--- src/rtl/sprite_arb_pkg.sv ---
// Shared sizes and the read-data owner tag for the sprite RAM arbiter.
package sprite_arb_pkg;

   localparam int AW = 8;
   localparam int DW = 16;

   // Who receives mem_readdata on the cycle after a read grant.
   typedef enum logic [1:0] {
      OWN_NONE = 2'd0,
      OWN_DISP = 2'd1,
      OWN_HOST = 2'd2
   } owner_t;

endpackage

--- src/rtl/sprite_arb_starve_ctr.sv ---
// Counts display grants taken while a host command waits; saturates at the limit.
module sprite_arb_starve_ctr #(
   parameter int STARVE_LIMIT = 4
) (
   input  logic clk,
   input  logic reset_n,
   input  logic host_pend,
   input  logic host_gnt,
   input  logic disp_gnt,
   output logic at_limit
);

   localparam logic [3:0] LIMIT = 4'(STARVE_LIMIT);

   logic [3:0] starve_cnt;

   // Clear whenever the host is served or stops asking; otherwise count display wins.
   always_ff @(posedge clk or negedge reset_n) begin
      if (!reset_n) begin
         starve_cnt <= '0;
      end else if (host_gnt || !host_pend) begin
         starve_cnt <= '0;
      end else if (disp_gnt && (starve_cnt != LIMIT)) begin
         starve_cnt <= starve_cnt + 4'd1;
      end
   end

   assign at_limit = (starve_cnt == LIMIT);

endmodule

--- src/rtl/sprite_mem_arbiter.sv ---
// Single-port sprite RAM shared by the display engine (priority) and an
// Avalon-MM host. One access per cycle; read data returns one cycle later and
// is steered by a registered owner tag.
module sprite_mem_arbiter #(
   parameter int STARVE_LIMIT = 4,
   parameter int AW           = sprite_arb_pkg::AW,
   parameter int DW           = sprite_arb_pkg::DW
) (
   input  logic              clk,
   input  logic              reset_n,
   input  logic              disp_req,
   input  logic [AW-1:0]     disp_addr,
   output logic              disp_gnt,
   output logic              disp_rvalid,
   output logic [DW-1:0]     disp_rdata,
   input  logic              host_read,
   input  logic              host_write,
   input  logic [AW-1:0]     host_address,
   input  logic [DW/8-1:0]   host_byteenable,
   input  logic [DW-1:0]     host_writedata,
   output logic              host_waitrequest,
   output logic              host_readdatavalid,
   output logic [DW-1:0]     host_readdata,
   output logic [AW-1:0]     mem_address,
   output logic [DW/8-1:0]   mem_byteenable,
   output logic              mem_chipselect,
   output logic              mem_write,
   output logic [DW-1:0]     mem_writedata,
   output logic              mem_clken,
   input  logic [DW-1:0]     mem_readdata
);

   import sprite_arb_pkg::owner_t;
   import sprite_arb_pkg::OWN_NONE;
   import sprite_arb_pkg::OWN_DISP;
   import sprite_arb_pkg::OWN_HOST;

   logic   host_pend;
   logic   host_gnt;
   logic   at_limit;
   logic   any_gnt;
   owner_t owner_q;

   assign host_pend = host_read | host_write;

   // Reset gates the grants directly so nothing reaches the RAM while held.
   assign host_gnt = reset_n & host_pend & (~disp_req | at_limit);
   assign disp_gnt = reset_n & disp_req & ~host_gnt;
   assign any_gnt  = host_gnt | disp_gnt;

   assign host_waitrequest = host_pend & ~host_gnt;

   sprite_arb_starve_ctr #(
      .STARVE_LIMIT (STARVE_LIMIT)
   ) u_starve_ctr (
      .clk       (clk),
      .reset_n   (reset_n),
      .host_pend (host_pend),
      .host_gnt  (host_gnt),
      .disp_gnt  (disp_gnt),
      .at_limit  (at_limit)
   );

   // RAM command from the winner; everything idles to zero without a grant.
   always_comb begin
      mem_address    = '0;
      mem_byteenable = '0;
      mem_writedata  = '0;
      mem_write      = 1'b0;
      mem_chipselect = any_gnt;
      mem_clken      = any_gnt;
      if (host_gnt) begin
         mem_address    = host_address;
         mem_byteenable = host_byteenable;
         mem_write      = host_write;
         mem_writedata  = host_write ? host_writedata : '0;
      end else if (disp_gnt) begin
         mem_address    = disp_addr;
         mem_byteenable = '1;
      end
   end

   // Remember who owns next cycle's q; a read+write host command is a write.
   always_ff @(posedge clk or negedge reset_n) begin
      if (!reset_n) begin
         owner_q <= OWN_NONE;
      end else if (disp_gnt) begin
         owner_q <= OWN_DISP;
      end else if (host_gnt && !host_write) begin
         owner_q <= OWN_HOST;
      end else begin
         owner_q <= OWN_NONE;
      end
   end

   assign disp_rvalid        = (owner_q == OWN_DISP);
   assign host_readdatavalid = (owner_q == OWN_HOST);
   assign disp_rdata         = disp_rvalid ? mem_readdata : '0;
   assign host_readdata      = host_readdatavalid ? mem_readdata : '0;

endmodule
--- config.mk ---
export PLATFORM = sky130hd
export DESIGN_NAME = sprite_mem_arbiter
export DESIGN_NICKNAME = d
export VERILOG_FILES = /design/src/rtl/sprite_arb_pkg.sv /design/src/rtl/sprite_arb_starve_ctr.sv /design/src/rtl/sprite_mem_arbiter.sv
export SDC_FILE = /design/constraint.sdc
export NUM_CORES = 1
export LEC_CHECK = 0
export ABC_AREA = 1
export CAP_MARGIN = 10
export CORE_MARGIN = 2
export CORE_UTILIZATION = 27
export CTS_CLUSTER_DIAMETER = 60
export DETAILED_ROUTE_END_ITERATION = 10
export GPL_TIMING_DRIVEN = 0
export PLACE_DENSITY = 0.86
export REMOVE_ABC_BUFFERS = 1
export SYNTH_ARGS = -nofsm -noshare
export SYNTH_HDL_FRONTEND = slang
export SYNTH_SLANG_ARGS = --single-unit
--- constraint.sdc ---
create_clock -name clk -period 3.52 [get_ports clk]
set_input_delay 0.352 -clock clk [delete_from_list [all_inputs] [get_ports clk]]
set_output_delay 0.352 -clock clk [all_outputs]
set_load 0.02 [all_outputs]
==> metrics.md, run 1 <==
| Metric | Value |
|---|---|
| Status | completed |
| Mapped Area | 920.9 µm² |
| Worst-Skew Late Latency | 0.24 ns |
| Maximum VDD drop | 0.0001240 V |
| Placed cell areas | 2103 µm² |
| Crit path buf inv count | 4 |
| Syn Area/Cell | 5.449 µm² |
| Critical path peak fanout | 30 |
| Die width | 62.40 µm |
| CP Launch Point | reset_n |
| CP Launch Type | input pin |
| Final setup vio count | 0 |
| Max-Cap Viols | 0 |
| TritonCTS clock tree | yes |
| Avg WL per Cell | 10.96 µm |
| GRT Total Usage | 0.1918 |
| Minimum clock period | 3.132 ns |
| Delay of the slowest critical-path stage | 0.67 ns |
| Root buf cell | clkbuf_4 |
| Multiplexer share of the synthesized area | 0 |
| Capturing point of the worst reg2reg path | u_starve_ctr.starve_cnt[3] |
| Routed vias | 1400 |
| Hold Violations, Final | 0 |
| Syn-to-layout area delta | 131.7% |
| H-Tree Depth | 1 |
| Initial Utilization | 0.2782 |
| Die H | 62.40 µm |
| Initial antenna violation count | 0 |
| Vias in the first global route | 1404 |
| Sequential fraction of the synthesis area | 0.1630 |
| Ys Warns | 0 |
| CTS buffer count | 3 |
| # clock sinks | 6 |
| Main combinational cell family by area after synthesis | simple AND/OR/NAND/NOR gates |
| Min-delay worst type | input pin to asynchronous set/reset pin |
| RD Place Congestion | 0.7531 |
| Post-route DRC violation count | 0 |
| Worst slew margin | 0.5747 |
| Cell Pwr Density | 165.8 nW/µm² |
| FF+latch count, synth | 6 |
| Post-DP HPWL | 3022 µm |
| Final core utilization | 0.6444 |
| Worst path slowest cell | clkdlybuf4s50_1 |
| Post-route ant nets | 0 |
| DIE AREA | 3894 µm² |
| IO Port Bufs | 119 |
| Clock Skew | 0.0008522 ns |
| Grt ovf | 0 |
| First-pass GRT wire length | 6134 µm |
| Syn Inst Count | 169 |
| CP cell instances | clkdlybuf4s50_1 > inv_1 > nor2_2 > nand2_4 > clkinv_1 > nand2_1 > nand2_1 > clkdlybuf4s50_1 |
| Worst path arrival time | 2.78 ns |
| Reg2reg start | u_starve_ctr.starve_cnt[0] |
| RSZ-0062 raised after global routing | no |
| Final hold slack | 0.3862 ns |
| Clk pin slew, worst setup/hold paths | 0.04 ns |
| Final instance area | 2133 µm² |
| Worst path required time | 3.17 ns |
| Largest net degree at the start of global routing | 31 |
| Post-CTS setup buffer count | 0 |
| Number of I/O pins | 120 |
| Post-synthesis xor/xnor area fraction | 0.009511 |
| Clock Path Buffers | 2 |
| CTS Hold Bufs | 0 |
| Leakage | 0.9905 nW |
| Final worst-path cycle share | 0.8897 |
| Largest delay share family, worst path | buffers and inverters |
| Simple-Gate Fraction of Synth Area | 0.5965 |
| Via density | 4.268 |
| Worst-Margin Slew | 0.6369 ns |
| Endpoint class of the critical path | output port |
| Post-synthesis compound-gate area fraction | 0.01359 |
| Row cnt | 21 |
| Highest clock rate | 319.3 MHz |
| Total wire length | 3594 µm |
| Drt first pass iters | 4 |
| Synth Area in Adders | 0.02717 |
| Final Max Slew Viols | 0 |
| Reg2Reg Setup Slack | 1.86 ns |
| Ant. Diodes | 0 |
| Netlist cell types | 20 |
| Layout cells sized above 1 | 0.05674 |
| Critical path class | input pin to output port |
| Nets | 341 |
| Reg2Reg Depth | 7 |
| Core Box Area | 3311 µm² |
| Iter 0 DRT Violations | 73 |
[how the worst max path moves through the flow]
stage,to,slack [ns],depth (start not counted)
final,mem_address[2],0.39,8
after floorplan,mem_address[0],1.27,8
after global routing,mem_address[2],0.13,8
after detailed placement,mem_address[2],-0.27,8
after global placement,mem_address[2],-0.25,8
after CTS,mem_address[2],0.10,8
[registers in the layout, indices dropped and copies added, names as in the netlist]
signal,count
u_starve_ctr.starve_cnt,4
owner_q,2
[cell usage after synthesis (all sizes together)]
master  number  share of area
nor2        55           0.30
o21a         1         0.0082
clkinv       1         0.0041
dfrtp        6           0.16
ha           2          0.027
nand2       51           0.21
buf          7          0.064
clkbuf       2         0.0082
inv         28           0.11
o21ai        1         0.0054
nand3       13          0.076
nand4        1         0.0068
xor2         1         0.0095
[timing repair]
| item | in CTS | in global routing |
|---|---|---|
| pin swaps | 0 | 0 |
| setup endpoints to repair | 10 | 10 |
| resized for setup | 1 | 1 |
| gates cloned | 0 | 0 |
[power breakdown]
group          internal, W  leakage (nW)  switching, W
Combinational     0.000114         0.895      0.000103
Sequential       0.0000724        0.0813    0.00000273
Clock            0.0000384        0.0138     0.0000230
Total             0.000225         0.990      0.000129
[kinds of logic after synthesis]
kind of cell	count (synthesis)
compound gates	2
xor+xnor	1
fa+ha+maj	2
buf+inv	38
flops	6
simple gates	120
[routing by layer]
metal,up-vias,GRT usage,part of all wire
li1,716,-,-
met1,588,0.2029,0.39
met2,92,0.3642,0.49
met3,4,0.05405,0.11
met4,0,0.05833,0.011
met5,-,0,0
[cell type report]
| type | instances | area, µm² |
|---|---|---|
| clock buffers | 3 | 22.52 |
| fillers | 313 | 1177 |
| inverters | 29 | 108.9 |
| multi-input cells | 125 | 600.6 |
| flip-flops and latches | 6 | 150.1 |
| well taps | 46 | 57.56 |
| repair buffers | 119 | 1194 |
[worst register-to-register path: cells and delay by family, from the launching register on]
| family | cells | cell delay (ns) |
|---|---|---|
| AOI/OAI and AO/OA | 1 | 0.25 |
| adders and majority gates | 1 | 0.21 |
| buffers and inverters | 1 | 0.09 |
| DFF | 1 | 0.37 |
| and+or+nand+nor | 4 | 0.69 |
[per-stage QoR]
stage	setup TNS [ns]	setup slack, ns	total power [W]	instances
floorplan	0	1.268	0.0001644	160
detailed placement	-1.875	-0.2671	0.0002946	325
finish	0	0.3882	0.0003536	328
global placement	-1.794	-0.2497	0.0002911	325
global route	0	0.1290	0.0003791	328
CTS	0	0.1029	0.0003599	328
[cell usage in the layout (no fill, tap or decap)]
cell type | synthesis | layout
dfrtp_1 | 6 | 6
nor2_2 | 1 | 1
nand2_1 | 49 | 49
nand3_1 | 12 | 12
nand4_1 | 1 | 1
o21ai_0 | 1 | 1
clkbuf_4 | 0 | 3
clkdlybuf4s50_1 | 0 | 118
dlymetal6s2s_1 | 0 | 1
nand2_4 | 0 | 1
nand2_2 | 2 | 1
xor2_1 | 1 | 1
nor2_1 | 45 | 45
nor2_4 | 9 | 9
clkinv_1 | 1 | 1
nand3_2 | 1 | 1
ha_1 | 2 | 2
o21a_1 | 1 | 1
inv_1 | 28 | 28
(Power assumes the default switching activity.)
==> run 2, diff against run 1 <==
CAP_MARGIN = default   (was 10)
==> results of run 2 <==
Final layout, timing and power as in run 1 (identical DEF).
